==> config.mk <==
export PLATFORM = sky130hd
export DESIGN_NAME = mult8_seq_ctrl_flat
export DESIGN_NICKNAME = d
export VERILOG_FILES = /design/src/rtl/mult8_seq_ctrl_pkg.sv /design/src/rtl/mult8_seq_ctrl_if.sv /design/src/rtl/mult8_seq_ctrl_add_eight.sv /design/src/rtl/mult8_seq_ctrl.sv /design/src/flat_wrapper.sv
export SDC_FILE = /design/constraint.sdc
export NUM_CORES = 1
export LEC_CHECK = 0
export BUFFER_PORTS_ARGS = -buffer_cell sky130_fd_sc_hd__buf_2
export CORE_MARGIN = 4
export CORE_UTILIZATION = 55
export CTS_CLUSTER_DIAMETER = 40
export DETAILED_ROUTE_END_ITERATION = 10
export PLACE_DENSITY = 0.79
export SKIP_CTS_REPAIR_TIMING = 1
export SYNTH_ARGS = -nofsm -noshare
export SYNTH_HDL_FRONTEND = slang
export SYNTH_SLANG_ARGS = --single-unit
export TNS_END_PERCENT = 10
==> constraint.sdc <==
create_clock -name clk -period 4.2 [get_ports clk]
set_clock_uncertainty 0.2 [all_clocks]
set_input_delay 0.42 -clock clk [delete_from_list [all_inputs] [get_ports clk]]
set_output_delay 0.42 -clock clk [all_outputs]
set_load 0.01 [all_outputs]
==> src/rtl/mult8_seq_ctrl_pkg.sv <==
// Shared definitions for the 8x8 sequential shift-and-add multiplier:
// operand/product widths, iteration count and the controller state encoding.
package mult8_seq_ctrl_pkg;

  localparam int OP_W       = 8;
  localparam int PROD_W     = 2 * OP_W;
  localparam int MULT_STEPS = 8;
  localparam int CNT_W      = 3;

  typedef enum logic [1:0] {
    ST_IDLE = 2'd0,
    ST_RUN  = 2'd1,
    ST_DONE = 2'd2
  } state_t;

  // Counter value seen on the final shift-add step.
  function automatic logic [CNT_W-1:0] last_step();
    return CNT_W'(MULT_STEPS - 1);
  endfunction

endpackage

==> src/rtl/mult8_seq_ctrl_if.sv <==
// Start/busy/done handshake plus operand and product buses of the multiplier.
// The requester drives the master side, the controller sits on the slave side.
interface mult8_seq_ctrl_if;
  import mult8_seq_ctrl_pkg::*;

  logic              start;
  logic [OP_W-1:0]   a;
  logic [OP_W-1:0]   b;
  logic              busy;
  logic              done;
  logic [PROD_W-1:0] product;

  modport master (
    output start, a, b,
    input  busy, done, product
  );

  modport slave (
    input  start, a, b,
    output busy, done, product
  );

endinterface

==> src/rtl/mult8_seq_ctrl_add_eight.sv <==
// add_eight: plain 8-bit ripple-carry adder shared by the sequential datapaths.
module add_eight (
  input  logic [7:0] a,
  input  logic [7:0] b,
  input  logic       cin,
  output logic [7:0] s,
  output logic       cout
);

  // Carry ripples bit by bit from cin to cout.
  always_comb begin
    logic w_c;
    s   = '0;
    w_c = cin;
    for (int i = 0; i < 8; i++) begin
      s[i] = a[i] ^ b[i] ^ w_c;
      w_c  = (a[i] & b[i]) | (w_c & (a[i] ^ b[i]));
    end
    cout = w_c;
  end

endmodule

==> src/rtl/mult8_seq_ctrl.sv <==
// Sequencing controller for an 8x8 unsigned shift-and-add multiplier.
// One add_eight instance is reused over eight cycles; the product is {H,Q}.
//
// state | meaning
// IDLE  | waiting for start; product shows last result (0 after reset)
// RUN   | one shift-add step per cycle, eight steps total
// DONE  | one-cycle done pulse; start here begins the next multiply at once
module mult8_seq_ctrl
  import mult8_seq_ctrl_pkg::*;
(
  input logic              clk,
  input logic              rst_n,
  mult8_seq_ctrl_if.slave  mul_if
);

  state_t              r_state;
  logic [OP_W-1:0]     r_m;
  logic [OP_W-1:0]     r_h;
  logic [OP_W-1:0]     r_q;
  logic [CNT_W-1:0]    r_cnt;
  logic [PROD_W-1:0]   r_product;

  state_t              w_state_nxt;
  logic                w_accept;
  logic [OP_W-1:0]     w_addend;
  logic [OP_W-1:0]     w_sum;
  logic                w_cout;
  logic [OP_W-1:0]     w_h_nxt;
  logic [OP_W-1:0]     w_q_nxt;

  // Partial product: add M only when the current multiplier LSB is set.
  assign w_addend = r_q[0] ? r_m : '0;

  add_eight u_add (
    .a    (r_h),
    .b    (w_addend),
    .cin  (1'b0),
    .s    (w_sum),
    .cout (w_cout)
  );

  // Shifting {cout, sum, Q} right by one absorbs the carry into H[7].
  assign w_h_nxt = {w_cout, w_sum[OP_W-1:1]};
  assign w_q_nxt = {w_sum[0], r_q[OP_W-1:1]};

  // Next-state decode; start is only accepted from IDLE or DONE.
  always_comb begin
    w_state_nxt = r_state;
    w_accept    = 1'b0;
    case (r_state)
      ST_IDLE: begin
        if (mul_if.start) begin
          w_accept    = 1'b1;
          w_state_nxt = ST_RUN;
        end
      end
      ST_RUN: begin
        if (r_cnt == last_step()) begin
          w_state_nxt = ST_DONE;
        end
      end
      ST_DONE: begin
        if (mul_if.start) begin
          w_accept    = 1'b1;
          w_state_nxt = ST_RUN;
        end else begin
          w_state_nxt = ST_IDLE;
        end
      end
      default: begin
        w_state_nxt = ST_IDLE;
      end
    endcase
  end

  // State and datapath registers; the product register is cleared on accept
  // and loaded with the final {H,Q} on the last step so it is valid in DONE.
  always_ff @(posedge clk) begin
    if (!rst_n) begin
      r_state   <= ST_IDLE;
      r_m       <= '0;
      r_h       <= '0;
      r_q       <= '0;
      r_cnt     <= '0;
      r_product <= '0;
    end else begin
      r_state <= w_state_nxt;
      if (w_accept) begin
        r_m       <= mul_if.a;
        r_q       <= mul_if.b;
        r_h       <= '0;
        r_cnt     <= '0;
        r_product <= '0;
      end else if (r_state == ST_RUN) begin
        r_h   <= w_h_nxt;
        r_q   <= w_q_nxt;
        r_cnt <= r_cnt + CNT_W'(1);
        if (r_cnt == last_step()) begin
          r_product <= {w_h_nxt, w_q_nxt};
        end
      end
    end
  end

  assign mul_if.busy    = (r_state == ST_RUN);
  assign mul_if.done    = (r_state == ST_DONE);
  assign mul_if.product = r_product;

endmodule
==> src/flat_wrapper.sv <==
// flat-port wrapper written by rule: the top's interface ports become plain ports
module mult8_seq_ctrl_flat import mult8_seq_ctrl_pkg::*;
  (clk, rst_n, mul_if_start, mul_if_a, mul_if_b, mul_if_busy, mul_if_done, mul_if_product);
  mult8_seq_ctrl_if mul_if_i ();
  input logic clk;
  input logic rst_n;
  input wire logic [$bits(mul_if_i.start)-1:0] mul_if_start;
  input wire logic [$bits(mul_if_i.a)-1:0] mul_if_a;
  input wire logic [$bits(mul_if_i.b)-1:0] mul_if_b;
  output wire logic [$bits(mul_if_i.busy)-1:0] mul_if_busy;
  output wire logic [$bits(mul_if_i.done)-1:0] mul_if_done;
  output wire logic [$bits(mul_if_i.product)-1:0] mul_if_product;
  assign mul_if_i.start = mul_if_start;
  assign mul_if_i.a = mul_if_a;
  assign mul_if_i.b = mul_if_b;
  assign mul_if_busy = mul_if_i.busy;
  assign mul_if_done = mul_if_i.done;
  assign mul_if_product = mul_if_i.product;
  mult8_seq_ctrl u_core (.clk(clk), .rst_n(rst_n), .mul_if(mul_if_i));
endmodule
# Yosys cells after proc, flatten, opt, wreduce, memory -nomap -nowiden
# Cells that the tools add are included.
# Widths: inputs -> output; s select.
# classes
n_addsub	1
n_mul	0
div	0
n_lt_le_gt_ge	0
eq_ne	5
shifts	0
mux	9
n_bitwise	38
reduce_logical	6
# op_table
op	count
$mux 8	3
$and 1x1->1	15
$xor 1x1->1	15
$or 1x1->1	7
$pmux 2 s3	1
$mux 2	2
$reduce_and 2->1	2
$reduce_or 2->1	2
$add 3x1->3 const B	1
$eq 3x3->1 const B	1
$mux 1	3
$eq 2x1->1 const B	1
$eq 2x2->1 const B	1
$logic_not 2->1	1
$ne 2x1->1 const B	1
$ne 2x2->1 const B	1
$reduce_bool 2->1	1
$not 1->1	1
# totals
register_bits	45
latch_bits	0
ramBits	0
mem_bits_ro	0
wordCells	65
mem_count	0

# Depth between registers and ports, before layout
# Gate-level depths: netlist of the first run.
# depth
depth_word	16
ltp_mapped	13
depth_no_buf	13

# By module
# A second synthesis of the first run with hierarchy kept.
# hier_totals
cells_unflattened	228
hier_area_um2	2039.5
# by_module_without_submodules
mod	instances	cells_per_inst	area_each_um2	seq_area_each_um2
mult8_seq_ctrl	1	210	1841.8	900.9
add_eight	1	18	197.7	0.0

# Least setup slack after synthesis of the first run
# No wires, ideal clock.
# synth_path
path_type	register to register
from	register u_core.r_q[0]
to	register u_core.r_product[14], in the netlist u_core.mul_if.product[14]
arrival_time_ns	3.442
required_time_ns	3.914
setup_slack_ns	0.472
path_stages_with_launch	14
n_path_buf	0
path_cell_list	dfxtp_1 > and2_1 > ha_1 > inv_1 > fa_1 > inv_1 > fa_1 > fa_1 > fa_1 > fa_1 > fa_1 > inv_1 > fa_1 > a211oi_1
# synth_between
elab_chain_len	15
elab_cells_between_ends	28
cone_classes	1 x mux; 27 x bitwise
# synth_rtl
element	line_no	text
start, declared	mult8_seq_ctrl.sv:19	logic [OP_W-1:0] r_q;
start signal, assigned	mult8_seq_ctrl.sv:90	r_q <= mul_if.b;
start signal, assigned	mult8_seq_ctrl.sv:96	r_q <= w_q_nxt;
$mux 8 *	mult8_seq_ctrl.sv:32	assign w_addend = r_q[0] ? r_m : '0;
$and 1x1->1 or $xor 1x1->1 (tied branches)	mult8_seq_ctrl_add_eight.sv:17	w_c = (a[i] & b[i]) | (w_c & (a[i] ^ b[i]));
$and 1x1->1	mult8_seq_ctrl_add_eight.sv:17	
$or 1x1->1	mult8_seq_ctrl_add_eight.sv:17	
$and 1x1->1	mult8_seq_ctrl_add_eight.sv:17	
$or 1x1->1	mult8_seq_ctrl_add_eight.sv:17	
$and 1x1->1	mult8_seq_ctrl_add_eight.sv:17	
$or 1x1->1	mult8_seq_ctrl_add_eight.sv:17	
$and 1x1->1	mult8_seq_ctrl_add_eight.sv:17	
$or 1x1->1	mult8_seq_ctrl_add_eight.sv:17	
$and 1x1->1	mult8_seq_ctrl_add_eight.sv:17	
$or 1x1->1	mult8_seq_ctrl_add_eight.sv:17	
$and 1x1->1	mult8_seq_ctrl_add_eight.sv:17	
$or 1x1->1	mult8_seq_ctrl_add_eight.sv:17	
$xor 1x1->1 *	mult8_seq_ctrl_add_eight.sv:16	s[i] = a[i] ^ b[i] ^ w_c;
end signal, assigned	mult8_seq_ctrl.sv:99	r_product <= {w_h_nxt, w_q_nxt};
end, declared	mult8_seq_ctrl.sv:21	logic [PROD_W-1:0] r_product;
# Mark *: on every way between the ends. The rest lies on a longest branch, timed or not.
# A chain may end at the register's enable or synchronous reset.

# Worst setup path in the final report of the first run
# Ends and elaborated chain as after synthesis.

==> results of run 1 <==
[area by class of cell]
class                      count  area share, %
clock buffer                   6           3.24
clock inverter                 2          0.447
inverter                       6           1.12
multi-input combinational    150           44.4
sequential                    45           40.2
tap                           46           2.57
timing repair buffer          36           8.04
[registers in the layout, indices dropped and copies added (netlist names)]
name,cells
u_core.r_h,8
u_core.r_state,2
u_core.r_m,8
u_core.r_q,8
u_core.r_cnt,3
u_core.mul_if.product,16
[cells by family (layout without fill, tap and decap cells)]
group | count (synthesis) | after routing | share of synthesized area [%]
AND/OR/NAND/NOR | 96 | 96 | 20.9
adder cells (fa/ha/maj) | 10 | 10 | 8.64
AO/OA/AOI/OAI | 43 | 43 | 18.4
buffers and inverters | 21 | 50 | 7.79
XOR/XNOR | 1 | 1 | 0.426
flip-flops | 45 | 45 | 43.8
[worst max path at each step]
stage / startpoint / end / slack (ps) / cells after the start
global route: u_core.r_q[0]$_SDFFE_PN0P_ / u_core.mul_if.product[14]$_SDFFE_PP0P_ / 90 / 13
finish: u_core.r_q[0]$_SDFFE_PN0P_ / u_core.mul_if.product[14]$_SDFFE_PP0P_ / 270 / 13
detailed placement: u_core.r_q[0]$_SDFFE_PN0P_ / u_core.mul_if.product[14]$_SDFFE_PP0P_ / 260 / 13
CTS: u_core.r_q[0]$_SDFFE_PN0P_ / u_core.mul_if.product[14]$_SDFFE_PP0P_ / 270 / 13
global placement: u_core.r_q[0]$_SDFFE_PN0P_ / u_core.mul_if.product[14]$_SDFFE_PP0P_ / 380 / 13
floorplan: u_core.r_q[0]$_SDFFE_PN0P_ / u_core.mul_if.product[14]$_SDFFE_PP0P_ / 470 / 13
[critical path: stages (launching register included)]
cell,delay [ps]
dfxtp_1,390
and2_1,190
ha_1,170
inv_1,60
fa_1,160
inv_1,50
fa_1,370
fa_1,400
fa_1,400
fa_1,390
fa_1,370
inv_1,70
fa_1,430
a211oi_1,200
[power by group through the flow]
stage,logic (mW),clock network [mW],registers (mW)
after global placement,0.0791,0,0.465
after CTS,0.0802,0.261,0.456
after floorplan,0.0737,0,0.462
after detailed placement,0.0797,0,0.466
final,0.0799,0.256,0.457
after global routing,0.0906,0.286,0.459
[layout by cell type (no fill, tap or decap), types with 3 or more instances in the layout]
cell type,count
dfxtp_1,45
inv_1,5
fa_1,7
a21oi_2,19
nor2_1,14
ha_1,3
nand2_1,58
a21boi_1,8
o221ai_1,6
nor3_1,8
and2_1,8
clkbuf_8,5
buf_2,36
a211oi_1,3
a211oi_2,3
[per-stage QoR]
stage | power (mW) | instances
final | 0.792 | 291
after global routing | 0.836 | 291
after CTS | 0.798 | 291
after detailed placement | 0.546 | 283
after global placement | 0.545 | 283
after floorplan | 0.536 | 216
[metal layers]
metal,global-route usage [%],share of wire [%]
met5,0,0
met4,5.21,1.3
met3,5.52,7.8
met2,25.7,42
met1,25.4,49
==> impl_metrics.json, run 1 <==
{
  "synth_flop_cell": "dfxtp_1",
  "ys_seq_elements": 45,
  "synth_nets": 245,
  "grt_antenna_before_repair": 0,
  "cts_tree": "done",
  "fin_util_pct": 64.6,
  "synthDistinctLibCells": 29,
  "outcome": "finished clean",
  "viasPerCell": 5.19,
  "reg2reg_from": "u_core.r_q[0]$_SDFFE_PN0P_",
  "grt_first_pass_wirelength_mm": 6.97,
  "synth_area_leaders": "dfxtp_1 (44%), nand2_1 (11%), a21oi_2 (8.1%)",
  "ant_nets": 0,
  "syn_avg_cell_area_um2": 9.52,
  "die_area_um2": 4780,
  "p_comb_share_pct": 10.1,
  "worstPathMaxFanout": 9,
  "slew_viol_final": 0,
  "min_period_over_period_pct": 93.5,
  "period_minus_slack_ps": 3930,
  "place.gp.congestion": 0.761,
  "dp_hpwl_mm": 2.65,
  "fillerInstances": 315,
  "dpl-instance-area_um2": 2160,
  "clk_root_buffer_cell": "clkbuf_8",
  "syn-cell-area_um2": 2060,
  "p_per_area_nw_per_um2": 354,
  "worstPathArrival_ps": 3940,
  "hold_viol": 0,
  "fin_tns_setup_ps": 0,
  "track_usage_pct": 17.8,
  "gr-total-overflow": 0,
  "r2r_slack_ps": 270,
  "worstPathRequired_ps": 4210,
  "synth-warning-count": 0,
  "irDropWorstVdd_mv": 0.218,
  "die_w_um": 69.1,
  "synth_largest_area_cell": "dfxtp_1",
  "core-area_um2": 3470,
  "cts_buffers": 5,
  "synth_top_area_share_pct": 43.8,
  "rsz0062_at_grt": "no",
  "io_buffer_count": 36,
  "timing.final.ws_setup_ps": 274,
  "htreeDepth": 2,
  "vias": 1511,
  "worst_setup_path_end_kind": "register",
  "yosysMostFrequentCell": "nand2_1",
  "post_drt_wl_per_cell_um": 13.1,
  "clk_latency_ps": 290,
  "seq_area_um2": 901,
  "synthCells": 216,
  "fmax_mhz": 255,
  "worstHoldStart": "mul_if_a[2]",
  "die_h_um": 69.1,
  "first_global_vias": 1435,
  "async_flop_share_pct": 0,
  "r2r-end": "u_core.mul_if.product[14]$_SDFFE_PP0P_",
  "syn_to_final_growth_pct": 9.01,
  "hold-path-cell-count": 3,
  "slew_headroom_pct": 23.7,
  "synth_edf_count": 0,
  "cts.sinks": 45,
  "internal_power_mw": 0.588,
  "drc_errors": 0,
  "cap_viol_max_count": 0,
  "drt_first_pass_iters": 4,
  "holdWs_ps": 156,
  "cts.clk_slew.worst_paths_ps": 80,
  "finalNetCount": 273,
  "start_util_pct": 59.3,
  "swShare_pct": 25.8,
  "wl_mm": 3.82,
  "p_leak_nw": 0.870,
  "p_sw_mw": 0.204,
  "num_rows": 21,
  "seqPwrFrac_pct": 57.7,
  "multi_input_area_um2": 995,
  "fin_area_um2": 2240,
  "synthTopCellsByCount": "nand2_1 (58), dfxtp_1 (45), a21oi_2 (19)",
  "pwr-share-clk_pct": 32.3,
  "drtIter0Drc": 135,
  "io_pins": 37,
  "n_antenna_cell": 0,
  "pre_cts_slack_ps": 264,
  "grt_max_degree": 28,
  "hp-class": "in -> reg",
  "tightest_slew_ps": 1140,
  "rr_worst_depth": 13,
  "finalSetupViolCount": 0,
  "min_to": "u_core.r_m[2]$_SDFFE_PN0P_",
  "synth-seq-area-share_pct": 43.8,
  "startpoint_type": "register",
  "clockBufferDepth": 2,
  "worst-setup-path-type": "reg -> reg",
  "layout-drive-gt1-share_pct": 28.6
}
Power figures use the tool's default switching activity.
==> inputs of run 2 (changes only) <==
PLACE_DENSITY = 0.84   (was 0.79)
==> impl_metrics.json, run 2 (synthesized netlist as in run 1, its figures left out) <==
{
  "critical-path-max-stage-delay_ps": 460,
  "grt_max_degree": 28,
  "num_rows": 21,
  "critPathMostFrequentCell": "fa_1",
  "io_buffer_count": 36,
  "p_per_area_nw_per_um2": 400,
  "vias": 1522,
  "start_util_pct": 59.3,
  "viasPerCell": 5.23,
  "tightest_slew_ps": 1100,
  "finalNetCount": 273,
  "worstPathArrival_ps": 3940,
  "worst_setup_path_end_kind": "register",
  "n_antenna_cell": 0,
  "post_drt_wl_per_cell_um": 13.3,
  "finalSetupViolCount": 0,
  "die_area_um2": 4780,
  "syn_to_final_growth_pct": 11.5,
  "grt_first_pass_wirelength_mm": 6.84,
  "outcome": "finished clean",
  "dp_hpwl_mm": 2.72,
  "clk_root_buffer_cell": "clkbuf_8",
  "fmax_mhz": 254,
  "ant_nets": 0,
  "wl_mm": 3.86,
  "largest_register_ffs": 16,
  "core-area_um2": 3470,
  "die_h_um": 69.1,
  "rsz0062_at_grt": "no",
  "first_global_vias": 1495,
  "hold_viol": 0,
  "cts.clk_slew.worst_paths_ps": 80,
  "place.gp.congestion": 0.810,
  "multi_input_area_um2": 995,
  "startpoint": "u_core.r_q[0]$_SDFFE_PN0P_",
  "path_cells": "and2_1, ha_1, inv_1, fa_1, inv_1, fa_1, fa_1, fa_1, fa_1, fa_1, inv_1, fa_1, a211oi_1",
  "total_power_mw": 0.917,
  "clockBufferDepth": 2,
  "r2r-end": "u_core.mul_if.product[14]$_SDFFE_PP0P_",
  "slowest_stage": "fa_1",
  "rr_worst_depth": 13,
  "placedCellCount": 283,
  "fin_cells": 291,
  "seq_area_um2": 901,
  "crit_family": "adder cells",
  "cts_tree": "done",
  "holdWs_ps": 151,
  "cp.depth": 13,
  "irDropWorstVdd_mv": 0.254,
  "drtIter0Drc": 105,
  "layout_commonest_cell": "nand2_1",
  "track_usage_pct": 17.3,
  "worstPathMaxFanout": 9,
  "reg2reg_from": "u_core.r_q[0]$_SDFFE_PN0P_",
  "hp-class": "in -> reg",
  "worstSetupEndpoint": "u_core.mul_if.product[14]$_SDFFE_PP0P_",
  "slew_headroom_pct": 26.4,
  "drt_first_pass_iters": 4,
  "cts_buffers": 5,
  "worst-setup-path-type": "reg -> reg",
  "clk_latency_ps": 300,
  "r2r_slack_ps": 270,
  "min_period_over_period_pct": 93.6,
  "drc_errors": 0,
  "startpoint_type": "register",
  "die_w_um": 69.1,
  "gr-total-overflow": 0,
  "slew_viol_final": 0,
  "fin_tns_setup_ps": 0,
  "fillerInstances": 303,
  "cts.sinks": 45,
  "grt_antenna_before_repair": 0,
  "io_pins": 37,
  "layout-drive-gt1-share_pct": 29.0,
  "path_buf_inv": 3,
  "cap_viol_max_count": 0,
  "p_leak_nw": 0.893,
  "layout_common_cells": "nand2_1 (58), dfxtp_1 (45), buf_2 (36)",
  "htreeDepth": 2,
  "worstPathRequired_ps": 4210,
  "period_minus_slack_ps": 3930
}
-- run 2: worst register-to-register path: stages (launching register included) --
cell and delay (ps):
dfxtp_1 380, and2_1 190, ha_1 170, inv_1 60, fa_1 160, inv_1 50, fa_1 370, fa_1 380
fa_1 380, fa_1 390, fa_1 360, inv_1 70, fa_1 460, a211oi_1 230
-- run 2: worst min-delay path by stage --
stage          slack (ps)                  startpoint                    endpoint  cells past startpoint
2_1_floorplan         230  u_core.r_m[0]$_SDFFE_PN0P_  u_core.r_m[0]$_SDFFE_PN0P_                      2
3_3_place_gp          240  u_core.r_m[3]$_SDFFE_PN0P_  u_core.r_m[3]$_SDFFE_PN0P_                      2
3_5_place_dp          240  u_core.r_m[6]$_SDFFE_PN0P_  u_core.r_m[6]$_SDFFE_PN0P_                      2
4_1_cts               150                 mul_if_a[7]  u_core.r_m[7]$_SDFFE_PN0P_                      3
5_1_grt               150                 mul_if_a[6]  u_core.r_m[6]$_SDFFE_PN0P_                      3
6_report              150                 mul_if_a[7]  u_core.r_m[7]$_SDFFE_PN0P_                      3
-- run 2: per-stage QoR --
stage / area (µm²) / utilization (%) / setup WS [ps]
2_1_floorplan: 2060 / - / 472
3_3_place_gp: 2160 / 62.2 / 389
3_5_place_dp: 2160 / 62.2 / 286
4_1_cts: 2290 / 66.1 / 236
5_1_grt: 2290 / 66.1 / 96.8
6_report: 2290 / 66.1 / 270
-- run 2: layer usage --
layer / GRT usage [%] / up-vias / routed length, µm / part of all wire [%]
met5: 0 / - / 0 / 0
met4: 3.25 / 0 / 32 / 0.83
met3: 5.38 / 5 / 261 / 6.8
met2: 28.8 / 46 / 1800 / 47
met1: 22.2 / 703 / 1770 / 46
li1: - / 768 / - / -
-- run 2: final cells by class --
class	count	share of cell area [%]
Inverter	6	1.09
Multi-Input combinational cell	150	43.4
Clock buffer	5	3.00
Timing Repair Buffer	36	7.86
Sequential cell	45	39.3
Tap cell	46	2.51
Clock inverter	3	2.84
-- run 2: power by group --
group / leakage (nW) / internal [mW] / switching, mW
logic: 0.459 / 0.0298 / 0.0512
clock network: 0.0681 / 0.236 / 0.143
registers: 0.366 / 0.443 / 0.0135
